==> config.mk <==
export PLATFORM = sky130hd
export DESIGN_NAME = alu_seq_responder
export DESIGN_NICKNAME = d
export VERILOG_FILES = /design/src/rtl/alu_seq_responder.sv
export SDC_FILE = /design/constraint.sdc
export NUM_CORES = 1
export LEC_CHECK = 0
export ABC_AREA = 1
export BUFFER_PORTS_ARGS = -buffer_cell sky130_fd_sc_hd__buf_2
export CAP_MARGIN = 10
export CORE_ASPECT_RATIO = 2
export CORE_MARGIN = 8
export CORE_UTILIZATION = 36
export DETAILED_ROUTE_END_ITERATION = 8
export SLEW_MARGIN = 20
export SYNTH_ARGS = -nofsm -noshare
export SYNTH_HDL_FRONTEND = slang
export SYNTH_SLANG_ARGS = --single-unit
==> constraint.sdc <==
create_clock -name clk -period 3.78 [get_ports clk]
set_input_delay 0.189 -clock clk [delete_from_list [all_inputs] [get_ports clk]]
set_output_delay 0.189 -clock clk [all_outputs]
set_load 0.02 [all_outputs]
==> src/rtl/alu_seq_responder.sv <==
// alu_seq_responder: digit-serial ALU behind valid/ready request and response channels.
// Operands are consumed DIGIT bits per EXEC cycle, LSB first. The result shifts into
// result_q from the top, so after N = WIDTH/DIGIT cycles every digit is in its final place.
// Optional feature macro: ALU_SEQ_FAST_LOGIC_EN. When it is defined, the bitwise commands
// finish in a single EXEC cycle. Flags and results are the same in both builds.
module alu_seq_responder #(
  parameter int WIDTH = 32,
  parameter int DIGIT = 1
) (
  input  logic             clk,
  input  logic             reset_n,
  input  logic             req_valid,
  output logic             req_ready,
  input  logic [WIDTH-1:0] operandA,
  input  logic [WIDTH-1:0] operandB,
  input  logic [2:0]       command,
  output logic             resp_valid,
  input  logic             resp_ready,
  output logic [WIDTH-1:0] result,
  output logic             carryout,
  output logic             zero,
  output logic             overflow
);

  localparam int N  = WIDTH / DIGIT;
  localparam int CW = (N > 1) ? $clog2(N) : 1;
  localparam int DW = DIGIT + 1;

  localparam logic [2:0] CMD_ADD  = 3'b000;
  localparam logic [2:0] CMD_SUB  = 3'b001;
  localparam logic [2:0] CMD_XOR  = 3'b010;
  localparam logic [2:0] CMD_SLT  = 3'b011;
  localparam logic [2:0] CMD_AND  = 3'b100;
  localparam logic [2:0] CMD_NAND = 3'b101;
  localparam logic [2:0] CMD_NOR  = 3'b110;
  localparam logic [2:0] CMD_OR   = 3'b111;

  typedef enum logic [1:0] {IDLE, EXEC, DONE} state_t;

  state_t           state_q, state_d;
  logic [WIDTH-1:0] a_q, a_d;
  logic [WIDTH-1:0] b_q, b_d;
  logic [2:0]       cmd_q, cmd_d;
  logic [CW-1:0]    cnt_q, cnt_d;
  logic             carry_q, carry_d;
  logic [WIDTH-1:0] result_q, result_d;
  logic             carryout_q, carryout_d;
  logic             zero_q, zero_d;
  logic             overflow_q, overflow_d;

  logic             isArith, isSub, isSlt, lastDigit;
  logic [DIGIT-1:0] aDig, bDig, bEff, logicDig, digitOut;
  logic [DW-1:0]    digitSum;
  logic             digitOvf, sltBit;

  // Per-digit datapath: one adder slice plus the bitwise functions on the lowest digit
  always_comb begin
    isSub     = (cmd_q == CMD_SUB) || (cmd_q == CMD_SLT);
    isSlt     = (cmd_q == CMD_SLT);
    isArith   = (cmd_q == CMD_ADD) || isSub;
    lastDigit = (cnt_q == CW'(N - 1));
    aDig      = a_q[DIGIT-1:0];
    bDig      = b_q[DIGIT-1:0];
    bEff      = isSub ? ~bDig : bDig;
    digitSum  = {1'b0, aDig} + {1'b0, bEff} + DW'(carry_q);
    digitOvf  = (aDig[DIGIT-1] == bEff[DIGIT-1]) && (digitSum[DIGIT-1] != aDig[DIGIT-1]);
    sltBit    = digitSum[DIGIT-1] ^ digitOvf;
    case (cmd_q)
      CMD_XOR:  logicDig = aDig ^ bDig;
      CMD_AND:  logicDig = aDig & bDig;
      CMD_NAND: logicDig = ~(aDig & bDig);
      CMD_NOR:  logicDig = ~(aDig | bDig);
      CMD_OR:   logicDig = aDig | bDig;
      default:  logicDig = '0;
    endcase
    digitOut = isArith ? digitSum[DIGIT-1:0] : logicDig;
  end

  // Control FSM: next state, next register values and handshake outputs
  always_comb begin
    state_d    = state_q;
    a_d        = a_q;
    b_d        = b_q;
    cmd_d      = cmd_q;
    cnt_d      = cnt_q;
    carry_d    = carry_q;
    result_d   = result_q;
    carryout_d = carryout_q;
    zero_d     = zero_q;
    overflow_d = overflow_q;
    req_ready  = 1'b0;
    resp_valid = 1'b0;
    case (state_q)
      IDLE: begin
        req_ready = 1'b1;
        if (req_valid) begin
          state_d = EXEC;
          a_d     = operandA;
          b_d     = operandB;
          cmd_d   = command;
          cnt_d   = '0;
          carry_d = (command == CMD_SUB) || (command == CMD_SLT);
        end
      end
      EXEC: begin
        a_d      = a_q >> DIGIT;
        b_d      = b_q >> DIGIT;
        cnt_d    = cnt_q + CW'(1);
        carry_d  = digitSum[DIGIT];
        result_d = (result_q >> DIGIT) | (WIDTH'(digitOut) << (WIDTH - DIGIT));
        if (lastDigit) begin
          state_d    = DONE;
          carryout_d = isArith && !isSlt && digitSum[DIGIT];
          overflow_d = isArith && !isSlt && digitOvf;
          if (isSlt) begin
            result_d = WIDTH'(sltBit);
          end
        end
`ifdef ALU_SEQ_FAST_LOGIC_EN
        if (!isArith) begin
          state_d    = DONE;
          carryout_d = 1'b0;
          overflow_d = 1'b0;
          case (cmd_q)
            CMD_XOR:  result_d = a_q ^ b_q;
            CMD_AND:  result_d = a_q & b_q;
            CMD_NAND: result_d = ~(a_q & b_q);
            CMD_NOR:  result_d = ~(a_q | b_q);
            default:  result_d = a_q | b_q;
          endcase
        end
`endif
        if (state_d == DONE) begin
          zero_d = (result_d == '0);
        end
      end
      DONE: begin
        resp_valid = 1'b1;
        if (resp_ready) begin
          state_d = IDLE;
        end
      end
      default: state_d = IDLE;
    endcase
  end

  // State and datapath registers; reset drops any operation in flight
  always_ff @(posedge clk or negedge reset_n) begin
    if (!reset_n) begin
      state_q    <= IDLE;
      a_q        <= '0;
      b_q        <= '0;
      cmd_q      <= '0;
      cnt_q      <= '0;
      carry_q    <= 1'b0;
      result_q   <= '0;
      carryout_q <= 1'b0;
      zero_q     <= 1'b0;
      overflow_q <= 1'b0;
    end else begin
      state_q    <= state_d;
      a_q        <= a_d;
      b_q        <= b_d;
      cmd_q      <= cmd_d;
      cnt_q      <= cnt_d;
      carry_q    <= carry_d;
      result_q   <= result_d;
      carryout_q <= carryout_d;
      zero_q     <= zero_d;
      overflow_q <= overflow_d;
    end
  end

  assign result   = result_q;
  assign carryout = carryout_q;
  assign zero     = zero_q;
  assign overflow = overflow_q;

endmodule

; ---- Yosys cells after proc, flatten, opt, wreduce, memory -nomap -nowiden
; Index checks and enable logic that the tools add are counted.
[classes]
addsub = 3
n_eq_ne = 17
n_mux = 21
n_bitwise = 8
n_reduce_logical = 17
[op_table]
columns = cell, n
row1 = $mux W32, 5
row2 = $pmux W32 S2, 2
row3 = $logic_not A32 Y1, 1
row4 = $or A31 B32 Y32, 1
row5 = $eq A3 B3 Y1 const B, 4
row6 = $pmux W5 S2, 1
row7 = $reduce_and A2 Y1, 5
row8 = $eq A3 B2 Y1 const B, 3
row9 = $mux W2, 4
row10 = $eq A3 B1 Y1 const B, 2
row11 = $pmux W2 S3, 1
row12 = $add A5 B1 Y5 const B, 1
row13 = $eq A5 B5 Y1 const B, 1
row14 = $mux W1, 5
row15 = $mux W5, 1
row16 = $pmux W1 S5, 1
row17 = $eq A2 B2 Y1 const B, 2
row18 = $logic_and A1 B1 Y1, 4
row19 = $ne A2 B2 Y1 const B, 2
row20 = $logic_not A3 Y1, 1
row21 = $logic_or A1 B1 Y1, 3
row22 = $not A1 Y1, 3
row23 = $add A1 B1 Y2, 1
row24 = $add A2 B1 Y2, 1
row25 = other kinds (10), 11
[totals]
register_bits = 110
output_inout_bits = 37
wordCells = 76

; ---- Depth between registers and ports, before layout
[logic_depth]
depth_word = 12
depth_mapped = 15
depth_no_buf = 14

; ---- Worst setup path before layout
; No wires, ideal clock.
[synth_path]
path_type = flip-flop to flip-flop
start = register cmd_q[2]
end = register zero_q, in the netlist zero
setup_time_ns = 0.117
t_arrival_ns = 1.678
setup_slack_ns = 1.985
stages_incl_launch_ff = 11
n_path_buf = 0
synth_period_minus_slack_ns = 1.795
cell_sequence = dfrtp_1 -> nor2_4 -> nand2_1 -> and2_1 -> fa_1 -> o21ai_0 -> nand3_1 -> nand2_1 -> nor2_1 -> nand3_1 -> nand2_1
[synth_between]
elab_chain_cells = 12
elab_cells_between_ends = 24
cone_classes = add/sub (2) / eq/ne (9) / mux (6) / bitwise (2) / reduce/logical (5)
[synth_lines]
columns = element, line
row1 = from (decl), 43  ; logic [2:0] cmd_q, cmd_d;
row2 = from (signal assigned), 164  ; cmd_q <= cmd_d;
row3 = $eq A3 B1 Y1 / $eq A3 B2 Y1 (equally long branches), "58, 59"
row4 = $logic_or A1 B1 Y1, 58  ; isSub = (cmd_q == CMD_SUB) || (cmd_q == CMD_SLT);
row5 = $mux W1, 64  ; bEff = isSub ? ~bDig : bDig;
row6 = $add A1 B1 Y2, 65  ; digitSum = {1'b0, aDig} + {1'b0, bEff} + DW'(carry_q);
row7 = $add A2 B1 Y2, 65
row8 = $ne A1 B1 Y1, 66  ; digitOvf = (aDig[DIGIT-1] == bEff[DIGIT-1]) && (digitSum[DIGIT-1] != aDig[DIGIT-1]);
row9 = $logic_and A1 B1 Y1, 66
row10 = $xor A1 B1 Y1, 67  ; sltBit = digitSum[DIGIT-1] ^ digitOvf;
row11 = $mux W32, 115  ; if (isSlt) begin
row12 = $mux W32 (*), 111  ; if (lastDigit) begin
row13 = $mux W32 (*), 93  ; case (state_q)
row14 = $logic_not A32 Y1 (*), 134  ; zero_d = (result_d == '0);
row15 = to (signal assigned), 169  ; zero_q <= zero_d;
row16 = to (decl), 48  ; logic zero_q, zero_d;
; Mark *: on every way between the ends. The rest lies on a longest branch, timed or not. The select of a mux whose other input is x is not followed.
; A chain may end at the register's enable or synchronous reset.

; ---- Worst setup path in the final report
[layout_path]
start = register cnt_q[0]
end = register zero_q, in the netlist zero
[layout_between]
elab_chain_cells = 5
elab_cells_between_ends = 8
cone_classes = eq/ne (2) / mux (4) / reduce/logical (2)
[layout_lines]
columns = element, line
row1 = from (decl), 44  ; logic [CW-1:0] cnt_q, cnt_d;
row2 = from (signal assigned), 165  ; cnt_q <= cnt_d;
row3 = $eq A5 B5 Y1 (*), 61  ; lastDigit = (cnt_q == CW'(N - 1));
row4 = $mux W2, 111
row5 = $mux W2, 93
row6 = $eq A2 B2 Y1, 133  ; if (state_d == DONE) begin
row7 = $reduce_and A2 Y1 (no source line), n/a
; Marks and branches as above.

==> results.txt <==
The leakage power came out at around 3.1 nW. The final-layout setup total negative slack is 0 ns. The count of non-filler cells in the finished layout is approximately 890. In the synthesized netlist the dominant register cell turns out to be dfrtp_1. approximately 110 I/O pins were placed. Wires add up to about 13000 µm. The congestion estimate from routability-driven global placement came to 0.761. Detailed placement ended at an HPWL of approximately 9000 µm. The count of final hold-check violations is 0.

The number of warning messages in the yosys log came out at 0. Wire segments on met2 add up to between 6000 and 7000 µm in the final route. The detail-routed via count per cell came out at 4.97. The synthesized netlist cell count came out at between 600 and 700.

STA puts the critical path data required time at around 4 ns. The total number of placement rows is between 60 and 70. The detailed-routing wirelength on met1 is 5270 µm. The top achievable clock speed is ~470 MHz. The finished cells cover 6030 µm². The diode insertion count for antenna repair is 0. Setup repair after global routing left no endpoint under its margin. The net count after synthesis came out at between 600 and 700. TritonCTS built the clock tree.

The min-delay analysis places its worst path in the category input pin to flop. In the global route stage, overall resource usage came out at 0.144. The post-route antenna net violation count is 0.

The total power density per cell area came out at approximately 900 nW/µm². Leaving out fill and tap cells, the most frequent cells in the layout are 150 x nand2_1, 110 x dfrtp_1, 106 x buf_2, 80 x o21ai_0, 75 x nor2_1. The die span in x is 99.9 µm. The number of global-route vias before repair is between 4000 and 5000. Including well taps, the total number of placed cells is 872. In the finished design, the share of the clock period the worst path needs comes to 0.563. The later-pin clock latency in the skew report is ~0.34 ns. The die covers 18400 µm². The count of routing violations after the opening detailed-route iteration came out at between 150 and 200.

From synthesis to final layout, the design area changed by 19.0%. The arrival time of the worst setup path is roughly 2.4 ns. The shortest period the worst path allows is around 2.1 ns. The pin count of the biggest net entering global routing came out at 96. The fraction of synthesis flops using an asynchronous set or reset pin came out at 1.00. Max-cap violations in this run came to 0. The sequential area share after synthesis came out at 0.543. The standard cell core area came out at ~14000 µm². The share of cells above drive strength 1 came out at 0.204. The residual DRC count is 0. The starting density of the core is 0.367. The number of levels in the clock H-tree is 3. The total power draw came out at 0.00533 W. The first detailed-routing pass ran for 4 iterations. The number of failing setup endpoints in the final timing report came out at 0. The detailed route wirelength on metal3 is between 500 and 600 µm. The worst setup path is captured at a flop. The worst-path maximum fanout is 46.

The maximum clock skew at final layout is just over 0.008 ns. In this run, synthesis produced a sequential element count of 110. CTS placed an instance of clkbuf_16 at the clock tree root. The final count of pins violating max slew came out at 0. The number of buffers on the longest clock path is 2. The mapped netlist covers between 5000 and 6000 µm². The maximum vdd ir drop is approximately 0.33 mV. The worst slew margin relative to its limit came out at 0.393. The first global-routing pass estimated 21400 µm of wire. The average wire per standard cell came out at about 15 µm.

The flow ran to the end, and the final reports show no timing, DRC or antenna violations. The critical path in this run is classified as flop to flop. The die height came out at around 180 µm.

The total overflow left after global routing is 0. The synthesized area per cell is ~8.3 µm². Leaving out fill and tap cells, the most frequent cell in the layout is nand2_1. The number of antenna violations at the first check in global routing came to 0. The cell area after placement is ~5700 µm².

The clock buffer count from CTS came out at 9. The number of nets in the layout is 772. The via total after detailed routing came out at between 4000 and 5000. The core utilization of the finished layout is 0.437. The measured slew at the worst slew-check pin is ~0.9 ns. STA classifies the critical path startpoint as a flop. The highest routed metal layer is met4.

The port buffer count is between 100 and 150. The post-CTS setup repair buffer count came out at 0. Synthesis instantiated 31 different standard cells from the library. Counting every sink on the clock net gives 110. Yosys mapped a number of flops with a built-in enable equal to 0. The clock transition at the registers of the reported paths came out at roughly 0.070 ns.
-- Yosys cell counts (3+ instances only) --
cell type	number	area (µm²)
nand2_1	151	567
dfrtp_1	110	2750
o21ai_0	80	400
nor2_1	75	282
a21oi_1	67	335
nand3_1	34	170
clkbuf_1	17	63.8
inv_1	15	56.3
buf_2	14	70.1
buf_4	6	45.0
ha_1	5	62.6
inv_2	5	18.8
a22o_1	3	26.3
o21ai_2	3	26.3
-- worst max-delay path, stage by stage (launching register included) --
cell	delay, ns
dfrtp_1	0.41
ha_1	0.22
nand2_1	0.08
nor2_1	0.05
ha_1	0.21
nand2_1	0.08
inv_2	0.05
nand2_4	0.34
o21ai_0	0.17
nand2_1	0.10
inv_1	0.04
nand2_1	0.07
nor2_1	0.06
nand3_1	0.07
nand2_1	0.05
-- final timing paths --
kind / slack [ns] / cells past startpoint / from / endpoint
min in group asynchronous: 0.48 / 2 / reset_n / result[17]
max in group asynchronous: 2.41 / 3 / reset_n / cnt_q[4]
hold reg to reg: 0.49 / 2 / overflow / overflow
setup reg to reg: 1.65 / 14 / cnt_q[0] / zero
hold / removal: 0.02 / 2 / resp_ready / state_q[1]
setup / recovery: 1.65 / 14 / cnt_q[0] / zero
-- metrics by stage --
stage / hold slack (ns) / worst slack [ns]
2_1_floorplan: -0.107 / 1.99
4_1_cts: 0.0136 / 1.61
6_report: 0.0232 / 1.65
5_1_grt: 0.0188 / 1.38
3_3_place_gp: 0.335 / 1.62
3_5_place_dp: 0.347 / 1.63
-- cell type report --
type                            instances  area (µm²)
Clock buffer                           11         243
Clock inverter                          5        82.6
Fill cell                            1412        7780
Inverter                               20        76.3
Multi-Input combinational cell        439        2040
Sequential cell                       110        2750
Tap cell                              189         236
Timing Repair Buffer                  115         601
-- report_power, final --
group | internal [W] | switching, W | leakage [nW]
Clock | 0.000600 | 0.000428 | 0.148
Combinational | 0.000817 | 0.00138 | 1.55
Sequential | 0.00173 | 0.000376 | 1.38
Total | 0.00314 | 0.00219 | 3.07
-- cells by family after synthesis --
kind of cell / Yosys count / synth area share
AO/OA/AOI/OAI: 164 / 0.172
flip-flops: 110 / 0.543
buffers and inverters: 59 / 0.0546
AND/OR/NAND/NOR: 269 / 0.214
adder cells (fa/ha/maj): 6 / 0.0163
-- state kept, by name, summed over array words and instances (netlist names) --
name and cells:
a_q 32, overflow 1, result 32, cnt_q 5
state_q 2, carry_q 1, carryout 1, zero 1
b_q 32, cmd_q 3
-- metal layers --
layer	GRT usage	up-vias
li1	-	2179
met1	0.160	2128
met2	0.262	94
met3	0.0285	13
met4	0.0537	0
met5	0	-
-- repair_timing --
item,CTS,global route
gates resized for setup,0,0
hold buffers,1,0
hold endpoints to repair,62,0
Note: power is estimated with default switching activity, not from simulation.
